[src/rtl/trig_align_pkg.sv]
// Shared types and constants for the trigger-alignment supervisor slice.
package trig_align_pkg;

  typedef enum logic [1:0] {
    IDLE  = 2'd0,
    SCAN  = 2'd1,
    RESET = 2'd2,
    WAIT  = 2'd3
  } sup_state_e;

  localparam int MAX_VFATS = 24;
  localparam int CH_W      = $clog2(MAX_VFATS);
  localparam int ERR_CNT_W = 8;

endpackage

[src/rtl/align_err_counter.sv]
// Single-channel saturating error counter: counts rising edges of the
// unstable flag plus wait-for-aligned timeouts reported by the supervisor.
module align_err_counter
  import trig_align_pkg::*;
(
  input  logic                 clock,
  input  logic                 reset_n,
  input  logic                 clear,
  input  logic                 unstable,
  input  logic                 timeout_hit,
  output logic [ERR_CNT_W-1:0] count
);

  logic               unstable_q;
  logic [ERR_CNT_W:0] sum;

  // Add both event sources in one step so a coincident edge and timeout both count
  always_comb begin
    sum = {1'b0, count}
        + (ERR_CNT_W+1)'(unstable & ~unstable_q)
        + (ERR_CNT_W+1)'(timeout_hit);
  end

  // Edge-detect register and saturating count, cleared by reset or realign
  always_ff @(posedge clock) begin
    if (!reset_n) begin
      unstable_q <= 1'b0;
      count      <= '0;
    end else if (clear) begin
      unstable_q <= unstable;
      count      <= '0;
    end else begin
      unstable_q <= unstable;
      count      <= sum[ERR_CNT_W] ? '1 : sum[ERR_CNT_W-1:0];
    end
  end

endmodule

[src/rtl/frame_align_supervisor.sv]
// Frame-align supervisor: walks the VFAT channels one at a time, pulses the
// aligner reset of any channel that is misaligned or latched unstable, waits
// for it to realign, and declares it failed once its retries are used up.
// Optional build macro FRAME_ALIGN_ERR_CNT_EN adds per-channel error counters
// on err_cnt_o.
module frame_align_supervisor
  import trig_align_pkg::*;
#(
  parameter int NUM_VFATS    = 24,
  parameter int RESET_CYCLES = 4,
  parameter int TIMEOUT_W    = 16,
  parameter int RETRY_W      = 4
) (
  input  logic                 clock,
  input  logic                 reset_n,
  input  logic                 enable_i,
  input  logic                 realign_all_i,
  input  logic [NUM_VFATS-1:0] vfat_mask_i,
  input  logic [NUM_VFATS-1:0] sot_is_aligned_i,
  input  logic [NUM_VFATS-1:0] sot_unstable_i,
  input  logic [TIMEOUT_W-1:0] timeout_i,
  input  logic [RETRY_W-1:0]   max_retries_i,
  output logic [NUM_VFATS-1:0] aligner_reset_o,
  output logic                 busy_o,
  output logic [CH_W-1:0]      active_ch_o,
  output logic [NUM_VFATS-1:0] failed_o,
  output logic                 all_aligned_o
`ifdef FRAME_ALIGN_ERR_CNT_EN
  ,
  output logic [ERR_CNT_W*NUM_VFATS-1:0] err_cnt_o
`endif
);

  localparam int             RC_W    = (RESET_CYCLES > 1) ? $clog2(RESET_CYCLES) : 1;
  localparam logic [RC_W-1:0] RC_LAST = RC_W'(RESET_CYCLES - 1);
  localparam logic [CH_W-1:0] LAST_CH = CH_W'(NUM_VFATS - 1);

  sup_state_e           state;
  logic [CH_W-1:0]      ptr;
  logic [RC_W-1:0]      rst_cnt;
  logic [TIMEOUT_W-1:0] tmo_cnt;
  logic [TIMEOUT_W-1:0] tmo_last;
  logic [RETRY_W-1:0]   retry [NUM_VFATS];
  logic                 scan_skip;
  logic                 ch_good;
  logic                 wait_timeout;

  function automatic logic [CH_W-1:0] next_ch(input logic [CH_W-1:0] c);
    return (c == LAST_CH) ? '0 : c + CH_W'(1);
  endfunction

  function automatic logic [NUM_VFATS-1:0] onehot(input logic [CH_W-1:0] c);
    logic [NUM_VFATS-1:0] v;
    v    = '0;
    v[c] = 1'b1;
    return v;
  endfunction

  assign tmo_last = (timeout_i == '0) ? '0 : timeout_i - TIMEOUT_W'(1);
  assign busy_o   = (state == RESET) || (state == WAIT);

  // Per-cycle decisions on the scanned channel and the channel in service
  always_comb begin
    scan_skip    = vfat_mask_i[ptr] || failed_o[ptr] ||
                   (sot_is_aligned_i[ptr] && !sot_unstable_i[ptr]);
    ch_good      = sot_is_aligned_i[active_ch_o] && !sot_unstable_i[active_ch_o];
    wait_timeout = (state == WAIT) && !realign_all_i && enable_i &&
                   !vfat_mask_i[active_ch_o] && !ch_good && (tmo_cnt == tmo_last);
  end

  // Main supervisor FSM; realign overrides everything, mask drops service early
  always_ff @(posedge clock) begin
    if (!reset_n) begin
      state           <= IDLE;
      ptr             <= '0;
      active_ch_o     <= '0;
      aligner_reset_o <= '0;
      failed_o        <= '0;
      rst_cnt         <= '0;
      tmo_cnt         <= '0;
      for (int i = 0; i < NUM_VFATS; i++) retry[i] <= '0;
    end else if (realign_all_i) begin
      aligner_reset_o <= '0;
      failed_o        <= '0;
      ptr             <= '0;
      state           <= enable_i ? SCAN : IDLE;
      for (int i = 0; i < NUM_VFATS; i++) retry[i] <= '0;
    end else begin
      case (state)
        IDLE: begin
          if (enable_i) state <= SCAN;
        end
        SCAN: begin
          if (!enable_i) begin
            state <= IDLE;
          end else if (scan_skip) begin
            ptr <= next_ch(ptr);
          end else begin
            active_ch_o     <= ptr;
            aligner_reset_o <= onehot(ptr);
            rst_cnt         <= '0;
            state           <= RESET;
            if (retry[ptr] != '1) retry[ptr] <= retry[ptr] + RETRY_W'(1);
          end
        end
        RESET: begin
          if (vfat_mask_i[active_ch_o]) begin
            aligner_reset_o <= '0;
            ptr             <= next_ch(active_ch_o);
            state           <= SCAN;
          end else if (rst_cnt == RC_LAST) begin
            aligner_reset_o <= '0;
            tmo_cnt         <= '0;
            state           <= enable_i ? WAIT : IDLE;
          end else begin
            rst_cnt <= rst_cnt + RC_W'(1);
          end
        end
        WAIT: begin
          if (vfat_mask_i[active_ch_o]) begin
            ptr   <= next_ch(active_ch_o);
            state <= SCAN;
          end else if (!enable_i) begin
            state <= IDLE;
          end else if (ch_good) begin
            retry[active_ch_o] <= '0;
            ptr                <= next_ch(active_ch_o);
            state              <= SCAN;
          end else if (wait_timeout) begin
            if (retry[active_ch_o] >= max_retries_i) begin
              failed_o[active_ch_o] <= 1'b1;
              ptr                   <= next_ch(active_ch_o);
              state                 <= SCAN;
            end else begin
              aligner_reset_o <= onehot(active_ch_o);
              rst_cnt         <= '0;
              state           <= RESET;
              if (retry[active_ch_o] != '1)
                retry[active_ch_o] <= retry[active_ch_o] + RETRY_W'(1);
            end
          end else begin
            tmo_cnt <= tmo_cnt + TIMEOUT_W'(1);
          end
        end
        default: state <= IDLE;
      endcase
    end
  end

  // Aggregate health: every unmasked channel aligned and no unmasked channel failed
  always_ff @(posedge clock) begin
    if (!reset_n) all_aligned_o <= 1'b0;
    else          all_aligned_o <= (&(sot_is_aligned_i | vfat_mask_i)) &&
                                   !(|(failed_o & ~vfat_mask_i));
  end

`ifdef FRAME_ALIGN_ERR_CNT_EN
  logic [NUM_VFATS-1:0] tmo_hit;

  // One-hot timeout strobe for the channel currently being waited on
  always_comb begin
    tmo_hit = '0;
    if (wait_timeout) tmo_hit[active_ch_o] = 1'b1;
  end

  for (genvar g = 0; g < NUM_VFATS; g++) begin : g_err
    align_err_counter u_err (
      .clock       (clock),
      .reset_n     (reset_n),
      .clear       (realign_all_i),
      .unstable    (sot_unstable_i[g]),
      .timeout_hit (tmo_hit[g]),
      .count       (err_cnt_o[g*ERR_CNT_W +: ERR_CNT_W])
    );
  end
`endif

endmodule

[config.mk]
export PLATFORM = sky130hd
export DESIGN_NAME = frame_align_supervisor
export DESIGN_NICKNAME = d
export VERILOG_FILES = /design/src/rtl/trig_align_pkg.sv /design/src/rtl/align_err_counter.sv /design/src/rtl/frame_align_supervisor.sv
export SDC_FILE = /design/constraint.sdc
export NUM_CORES = 1
export LEC_CHECK = 0
export ABC_AREA = 1
export CORE_ASPECT_RATIO = 1.75
export CORE_MARGIN = 4
export CORE_UTILIZATION = 47
export CTS_CLUSTER_DIAMETER = 100
export DETAILED_ROUTE_END_ITERATION = 8
export PLACE_DENSITY = 0.76
export SYNTH_ARGS = -nofsm -noshare
export SYNTH_HDL_FRONTEND = slang
export SYNTH_SLANG_ARGS = --single-unit
export TNS_END_PERCENT = 20
[constraint.sdc]
create_clock -name clock -period 5.3 [get_ports clock]
set_clock_uncertainty 0.05 [all_clocks]
set_input_delay 1.06 -clock clock [delete_from_list [all_inputs] [get_ports clock]]
set_output_delay 1.06 -clock clock [all_outputs]
set_load 0.02 [all_outputs]
==> results.yml, run 1 <==
outcome:
  outcome: "finished clean"
yosys:
  syn_area_per_cell_um2: 6.95
  synthDistinctLibCells: 55
  synth_cells: 2132
  synthAdderAreaFrac_pct: 1.44
  synthesis.nets: 2245
  yosysSeqAreaShare_pct: 38.0
  synth-xor-area-share_pct: 0.650
  yosys.area_share.simple_pct: 36.6
  synth-edff-count: 128
  ys_warn_count: 0
  synth_ff_type: "edfxtp_1"
  synthMuxAreaShare_pct: 0
  synth_compound_area_share_pct: 14.9
  synth.cell_area_um2: 14800
  synth_top_family_by_area: "simple AND/OR/NAND/NOR gates"
  async_reset_ff_share_pct: 0
  synth-seq-cells: 217
layout:
  nets: 2360
  area_delta_synth_final_pct: 17.5
  seqCellArea_um2: 5630
  final_cell_area_um2: 17400
  fill_cells: 2937
  n_antenna_cell: 0
  drive_gt1_share_pct: 8.58
  multi_input_area_um2: 7950
  utilization_pct: 56.3
pwr:
  leakagePower_nw: 7.36
  vdd_ir_drop_max_uv: 269
  power-per-cell-area_nw_per_um2: 262
setup_path:
  path_class: "reg -> reg"
  cpPeakStageDelay_ns: 0.44
  reg2regPathDepth: 21
  end_kind: "flop"
  crit_chain: "inv_2, buf_4, o21ai_0, o221ai_1, nand3_1, a21oi_1, buf_4, ha_1, inv_1, nor2_1, o21ai_0, nand2_1, a31oi_1, nand3_2, nor2_4, nand3_2, nand2_4, nand2_1, o21ai_4, nand2_1, nor2_1"
  critPathLaunchType: "flop"
  timing.rr.end: "retry[30][0]"
  critPathBufInv: 4
  rrSetupSlack_ns: 0.52
  cpMostUsedCell: "nand2_1"
  cp.required_ns: 5.44
  crit_arrival_ns: 4.92
  cp_slowest_cell: "inv_2"
  cp_max_fo: 30
  crit_family: "simple AND/OR/NAND/NOR gates"
drt:
  dr_total_vias: 15684
  first_iter_violations: 1581
  drc: 0
  highest_layer: "met4"
  route.met3.wl_mm: 3.63
  drt_pre_antenna_iters: 9
  post_drt_wl_per_cell_um: 21.0
  antenna_left: 0
  route.met2.wl_mm: 28.7
  drt-met1-wl_mm: 17.8
  wl_mm: 55.7
  viasPerCell: 5.91
clock_network:
  cts_resized: 0
  h-tree-depth: 1
  cts_buffer_depth: 3
  post_cts_buffers: 0
  worstSkewPairLatency_ns: 0.53
  cts_buffers: 21
  cts_tree: "yes"
  cts_sinks: 217
  cts-root-buf: "clkbuf_16"
  clk_pin_slew_ns: 0.06
  postCtsHoldBufs: 0
sta:
  rsz0062_at_grt: "false"
  min_period_ns: 4.78
  fin_crit_sh_pct: 90.3
  slew_headroom_pct: 27.8
  fmax_mhz: 209
  setup-tns-final_ns: 0
  setup_violations: 0
  slew_viol_final: 0
  whs_ns: 0.431
  fin_ws_ns: 0.517
  hold_viol: 0
  tightest_slew_ns: 1.08
grt:
  grt_max_degree: 65
  grt_usage_pct: 31.6
  grt_pass1_wl_mm: 85.2
  antenna_found_initial: 0
  first_global_vias: 15481
  gr-total-overflow: 0
die:
  fp-row-count: 85
  core_um2: 30900
  die_h_um: 243
  ios: 151
  dieArea_um2: 34500
  die_x_um: 142
  start_util_pct: 47.9
worst_hold_path:
  holdPathEnd: "aligner_reset_o[22]"
  whs_path_depth: 2
  holdCritPathClass: "reg -> reg"
  min_from: "aligner_reset_o[22]"
placement:
  dpl_cell_area_um2: 16800
  place_ws_ns: 0.326
  port_buffers: 150
  dp.final_hpwl_mm: 41.9
  gp_routability_congestion: 1.01
run:
  max-cap-violations: 0
[cell type report]
class | instances | share of cell area [%]
multi-input cells | 1605 | 45.6
inverters | 205 | 4.43
repair buffers | 197 | 11.0
flip-flops and latches | 217 | 32.3
clock buffers | 25 | 3.16
well taps | 391 | 2.81
clock inverters | 13 | 0.654
[flip-flops by register name, indices dropped and copies added (netlist names), named ones only]
name / flops
state: 2
active_ch_o: 5
rst_cnt: 2
retry: 128
all_aligned_o: 1
failed_o: 24
ptr: 5
tmo_cnt: 16
aligner_reset_o: 24
[metrics by stage]
stage / power [mW] / cells
final: 4.56 / 2653
after global routing: 4.75 / 2653
after CTS: 4.55 / 2653
after detailed placement: 3.08 / 2615
after global placement: 3.06 / 2615
after floorplan: 2.61 / 2132
[tightest hold or removal path: stages, from the launching register on]
cell	delay, ns
dfxtp_1	0.32
nor2_1	0.04
nor2_1	0.08
[power breakdown]
group	internal, mW	switching [mW]	total (mW)
combinational	0.375	0.776	1.15
sequential	1.87	0.0537	1.92
clock	0.805	0.689	1.49
[cell usage in the layout (no fill, tap or decap), types with 31 or more instances in the layout]
| cell | n |
|---|---|
| nand2_1 | 526 |
| nor2_1 | 360 |
| inv_1 | 186 |
| nand3_1 | 185 |
| clkdlybuf4s50_1 | 150 |
| o21ai_0 | 142 |
| edfxtp_1 | 128 |
| a21oi_1 | 102 |
| dfxtp_1 | 86 |
| buf_4 | 42 |
| o221ai_1 | 31 |
[synthesized netlist by cell type, drive strengths merged (4+ instances only)]
master / number / area share (%)
nand3: 190 / 6.6
edfxtp: 128 / 26
inv: 202 / 5.1
clkbuf: 61 / 1.6
buf: 44 / 1.7
a221oi: 4 / 0.24
o21ai: 157 / 5.5
a31oi: 4 / 0.17
nor2: 395 / 12
xor2: 11 / 0.65
a21oi: 103 / 3.5
ha: 17 / 1.4
nand2: 567 / 16
o211ai: 14 / 0.71
o22ai: 27 / 1.1
nor4: 6 / 0.25
nor3: 11 / 0.37
o221ai: 31 / 1.8
nand4: 23 / 1.1
dfxtp: 89 / 12
or2: 6 / 0.25
a22oi: 23 / 1.2
[cells by family (layout without fill, tap and decap cells)]
group	count (synthesis)	after routing
and+or+nand+nor	1203	1203
AOI/OAI and AO/OA	374	374
xor gates and xnor gates	11	11
DFF	217	217
buffers and inverters	310	440
adders and majority gates	17	17
[per-layer routing]
metal / vias up / global-route usage (%)
li1: 7295 / -
met1: 7217 / 31.3
met2: 881 / 57.4
met3: 291 / 4.02
met4: 0 / 26.0
met5: - / 0
[worst max-delay path by stage]
stage | startpoint | endpoint | slack (ns) | cells past startpoint
2_1_floorplan | flop | retry[25][0] | 1.19 | 27
3_3_place_gp | timeout_i[0] | retry[30][3] | 0.40 | 18
4_1_cts | flop | retry[30][0] | 0.53 | 21
6_report | flop | retry[30][0] | 0.52 | 21
3_5_place_dp | timeout_i[0] | retry[30][0] | 0.33 | 20
5_1_grt | flop | retry[27][1] | 0.18 | 24
Power figures use the tool's default switching activity.
==> inputs of run 2 (changes only) <==
--- a/config.mk
+++ b/config.mk
@@ -7,7 +7,6 @@
 export LEC_CHECK = 0
 export ABC_AREA = 1
 export CORE_ASPECT_RATIO = 1.75
-export CORE_MARGIN = 4
 export CORE_UTILIZATION = 47
 export CTS_CLUSTER_DIAMETER = 100
 export DETAILED_ROUTE_END_ITERATION = 8
==> results.yml, run 2 (synthesized netlist as in run 1, its figures left out) <==
placement:
  dp.final_hpwl_mm: 41.6
  port_buffers: 150
  place_inst: 2610
  gp_routability_congestion: 0.999
grt:
  grt_usage_pct: 35.2
  grt_pass1_wl_mm: 85.1
  grt_max_degree: 65
  gr-total-overflow: 0
  first_global_vias: 15215
  antenna_found_initial: 0
layout:
  largestRegisters: "retry (128), aligner_reset_o (24), failed_o (24)"
  top_register: "retry"
  n_antenna_cell: 0
  utilization_pct: 56.5
  drive_gt1_share_pct: 8.33
  layout.cells.non_filler: 2648
  fill_cells: 2940
  largest_reg_flops: 128
  seqCellArea_um2: 5630
  nets: 2355
  final_common_cell: "nand2_1"
  multi_input_area_um2: 7950
  final_cell_mix: "526 x nand2_1, 360 x nor2_1, 186 x inv_1, 185 x nand3_1, 150 x clkdlybuf4s50_1"
  area_delta_synth_final_pct: 17.5
setup_path:
  rrSetupSlack_ns: 0.45
  crit_family: "simple AND/OR/NAND/NOR gates"
  worst-path-stages: 22
  end_kind: "flop"
  cp_slowest_cell: "dfxtp_2"
  timing.rr.end: "retry[26][0]"
  crit_arrival_ns: 4.99
  cp_max_fo: 22
  cp.required_ns: 5.44
  critPathBufInv: 4
  path_class: "reg -> reg"
  reg2regPathDepth: 22
  crit_chain: "inv_2, buf_4, o21ai_0, o22ai_1, o21ai_0, nand2_1, nor2_1, a21oi_1, ha_1, inv_1, nor2_1, o21ai_0, nand2_1, a31oi_1, nand3_2, nor2_4, nand3_2, nand2_4, o21ai_2, nor2_8, inv_2, nor2_1"
  cpPeakStageDelay_ns: 0.40
  critPathLaunchType: "flop"
  endpoint: "retry[26][0]"
clock_network:
  postCtsHoldBufs: 0
  cts_buffers: 21
  worstSkewPairLatency_ns: 0.54
  cts_tree: "yes"
  cts_sinks: 217
  post_cts_buffers: 0
  cts_buffer_depth: 3
  cts_resized: 0
  clk_pin_slew_ns: 0.07
  h-tree-depth: 1
  cts-root-buf: "clkbuf_16"
pwr:
  leakagePower_nw: 7.36
  power-per-cell-area_nw_per_um2: 268
  vdd_ir_drop_max_uv: 210
  total_power_mw: 4.66
die:
  start_util_pct: 48.0
  die_x_um: 136
  die_h_um: 237
  fp-row-count: 85
  ios: 151
  core_um2: 30800
  dieArea_um2: 32300
sta:
  min_period_ns: 4.85
  slew_viol_final: 0
  fmax_mhz: 206
  fin_crit_sh_pct: 91.5
  slew_headroom_pct: 28.2
  tightest_slew_ns: 1.08
  hold_viol: 0
  setup_violations: 0
  setup-tns-final_ns: 0
  rsz0062_at_grt: "false"
drt:
  antenna_left: 0
  first_iter_violations: 1431
  post_drt_wl_per_cell_um: 21.1
  drt_pre_antenna_iters: 5
  wl_mm: 55.9
  dr_total_vias: 15530
  drc: 0
  viasPerCell: 5.86
worst_hold_path:
  holdCritPathClass: "reg -> reg"
outcome:
  outcome: "finished clean"
run:
  max-cap-violations: 0
## run 2: cell types whose count changed in the layout (fill, tap and decap cells not counted), sizes merged
| cell | change |
|---|---|
| clkinv | +1 |
| clkbuf | +1 |
| clkinvlp | -3 |
| bufinv | +1 |
| buf | -5 |
## run 2: final cells by class
type                            count  share of cell area (%)
Clock buffer                       26                    3.18
Sequential cell                   217                    32.3
Clock inverter                     12                   0.769
Inverter                          205                    4.43
Multi-Input combinational cell   1605                    45.6
Tap cell                          391                    2.81
Timing Repair Buffer              192                    10.9
## run 2: worst min-delay path by stage
stage	startpoint	endpoint	slack, ns	depth (start not counted)
after floorplan	rst_cnt[1]	rst_cnt[1]	0.41	2
after global routing	aligner_reset_o[2]	aligner_reset_o[2]	0.46	2
final	aligner_reset_o[6]	aligner_reset_o[6]	0.43	2
after detailed placement	aligner_reset_o[6]	aligner_reset_o[6]	0.42	2
after CTS	aligner_reset_o[6]	aligner_reset_o[6]	0.44	2
after global placement	aligner_reset_o[6]	aligner_reset_o[6]	0.42	2
## run 2: tightest hold or removal path: cells and delay by family, from the launching register on
family	cells	cell delay [ns]
flops	1	0.32
simple gates	2	0.12
## run 2: where the power goes
group	switching (mW)	internal, mW
clock network	0.700	0.856
registers	0.0525	1.87
logic	0.807	0.382
## run 2: metrics by stage
stage | worst slack [ns] | hold slack [ns] | instance area (µm²)
after global routing | 0.156 | 0.462 | 17400
after global placement | 0.492 | 0.419 | 16700
after CTS | 0.584 | 0.438 | 17400
final | 0.452 | 0.431 | 17400
after floorplan | 1.19 | 0.406 | 14800
after detailed placement | 0.348 | 0.423 | 16700
## run 2: routing by layer
metal	vias up	part of all wire, %	global-route usage [%]	wire length [µm]
met5	-	0	0	0
met4	0	9.3	29.7	5200
li1	7289	-	-	-
met1	7124	32	35.1	18100
met3	269	6.2	4.65	3480
met2	848	52	63.1	29100
==> inputs of run 3 (changes only) <==
==> constraint.sdc (replaced) <==
create_clock -name clock -period 4.9 [get_ports clock]
set_clock_uncertainty 0.05 [all_clocks]
set_input_delay 0.98 -clock clock [delete_from_list [all_inputs] [get_ports clock]]
set_output_delay 0.98 -clock clock [all_outputs]
set_load 0.02 [all_outputs]
==> results.yml, run 3 (synthesized netlist as in run 1, its figures left out) <==
worst_hold_path:
  min_from: "aligner_reset_o[5]"
  whs_path_depth: 2
  holdPathEnd: "aligner_reset_o[5]"
  holdCritPathClass: "reg -> reg"
pwr:
  leakagePower_nw: 7.43
  power-per-cell-area_nw_per_um2: 281
  pwr-share-comb_pct: 25.6
  p_sw_mw: 1.65
  swShare_pct: 33.4
  vdd_ir_drop_max_uv: 260
  p_int_mw: 3.29
  power.clock.fraction_pct: 32.4
  power_frac_seq_pct: 42.0
layout:
  area_delta_synth_final_pct: 18.5
  top_register: "retry"
  final_cell_area_um2: 17600
  n_antenna_cell: 0
  final_common_cell: "nand2_1"
  largest_reg_flops: 128
  final_cell_mix: "526 x nand2_1, 358 x nor2_1, 186 x inv_1, 185 x nand3_1, 150 x clkdlybuf4s50_1"
  nets: 2368
  fill_cells: 3026
  drive_gt1_share_pct: 8.94
  seqCellArea_um2: 5630
  multi_input_area_um2: 7950
  largestRegisters: "retry (128), aligner_reset_o (24), failed_o (24)"
grt:
  grt_usage_pct: 35.2
  grt_max_degree: 65
  grt_pass1_wl_mm: 85.4
  antenna_found_initial: 0
  first_global_vias: 15534
  gr-total-overflow: 0
clock_network:
  postCtsHoldBufs: 0
  cts-root-buf: "clkbuf_16"
  h-tree-depth: 1
  clk_pin_slew_ns: 0.07
  worstSkewPairLatency_ns: 0.53
  cts_buffers: 21
  cts_sinks: 217
  cts_tree: "yes"
  cts_buffer_depth: 3
drt:
  dr_total_vias: 15735
  antenna_left: 0
  first_iter_violations: 1651
  post_drt_wl_per_cell_um: 21.0
  wl_mm: 55.9
  viasPerCell: 5.91
  drt_pre_antenna_iters: 8
  drc: 0
outcome:
  outcome: "finished clean"
placement:
  gp_routability_congestion: 1.00
  dp.final_hpwl_mm: 41.6
  port_buffers: 150
  dpl_cell_area_um2: 16900
setup_path:
  cp.required_ns: 5.04
  end_kind: "flop"
  reg2regPathDepth: 24
  cp_max_fo: 16
  critPathLaunchType: "flop"
  crit_arrival_ns: 4.83
  rrSetupSlack_ns: 0.21
  timing.rr.end: "retry[27][2]"
  path_class: "reg -> reg"
die:
  die_x_um: 136
  fp-row-count: 85
  die_h_um: 237
  start_util_pct: 48.0
  dieArea_um2: 32300
  core_um2: 30800
  ios: 151
sta:
  hold_viol: 0
  rsz0062_at_grt: "false"
  fin_crit_sh_pct: 95.8
  tightest_slew_ns: 1.08
  slew_headroom_pct: 28.2
  fmax_mhz: 213
  min_period_ns: 4.69
  setup_violations: 0
  slew_viol_final: 0
  setup-tns-final_ns: 0
run:
  max-cap-violations: 0
==> run 3: worst max-delay path by stage <==
stage,from,end,depth (start not counted)
5_1_grt,flop,retry[21][2],23
2_1_floorplan,flop,retry[25][0],27
6_report,flop,retry[27][2],24
4_1_cts,flop,retry[25][0],24
3_5_place_dp,timeout_i[0],retry[24][1],20
3_3_place_gp,timeout_i[0],retry[24][2],20
==> run 3: layout make-up <==
type	count	area share, %
inverters	205	4.40
flip-flops and latches	217	32.1
clock buffers	24	3.06
well taps	391	2.79
multi-input cells	1605	45.3
repair buffers	205	11.8
clock inverters	14	0.655
==> run 3: through the flow <==
step / setup slack [ns] / hold slack, ns / util, % / power [mW] / std cells
after global routing: 0.0288 / 0.463 / 56.9 / 5.13 / 2661
final: 0.206 / 0.438 / 56.9 / 4.94 / 2661
after global placement: 0.199 / 0.418 / 54.7 / 3.33 / 2619
after detailed placement: 0.125 / 0.429 / 54.7 / 3.35 / 2619
after CTS: 0.259 / 0.445 / 56.8 / 4.93 / 2657
after floorplan: 0.792 / 0.406 / - / 2.82 / 2132
==> run 3: what timing repair did <==
action / CTS / global route
buffers inserted: 0 / 4
endpoints found under the setup margin: 0 / 40
gates resized for setup: 0 / 4
==> run 3: per-layer routing <==
metal / global-route usage, % / vias up / share of wire [%]
li1: - / 7318 / -
met2: 63.0 / 877 / 51
met1: 34.6 / 7237 / 32
met5: 0 / - / 0
met4: 31.4 / 0 / 10
met3: 4.60 / 303 / 7.0
==> run 3: critical path, stage by stage (launching register included) <==
cell and delay (ns):
dfxtp_1 0.41, buf_4 0.29, o21ai_0 0.13, o221ai_1 0.33, nand3_1 0.24, nand2_1 0.15
nor2_1 0.05, a21oi_1 0.13, buf_4 0.17, ha_1 0.24, inv_1 0.06, nor2_1 0.03
o21ai_0 0.13, nand2_1 0.06, a31oi_1 0.27, nand3_2 0.14, nor2_4 0.22, nand3_2 0.21
nand2_4 0.16, nand2_2 0.07, nand2_2 0.11, nand2_4 0.09, nor2_8 0.20, inv_2 0.06
nor2_1 0.34
==> run 3: power groups by stage <==
stage               logic (mW)  registers, mW  clock network (mW)
floorplan                0.709           2.11                   0
global placement          1.22           2.11                   0
detailed placement        1.23           2.12                   0
CTS                       1.23           2.07                1.62
global route              1.36           2.08                1.68
finish                    1.26           2.08                1.60
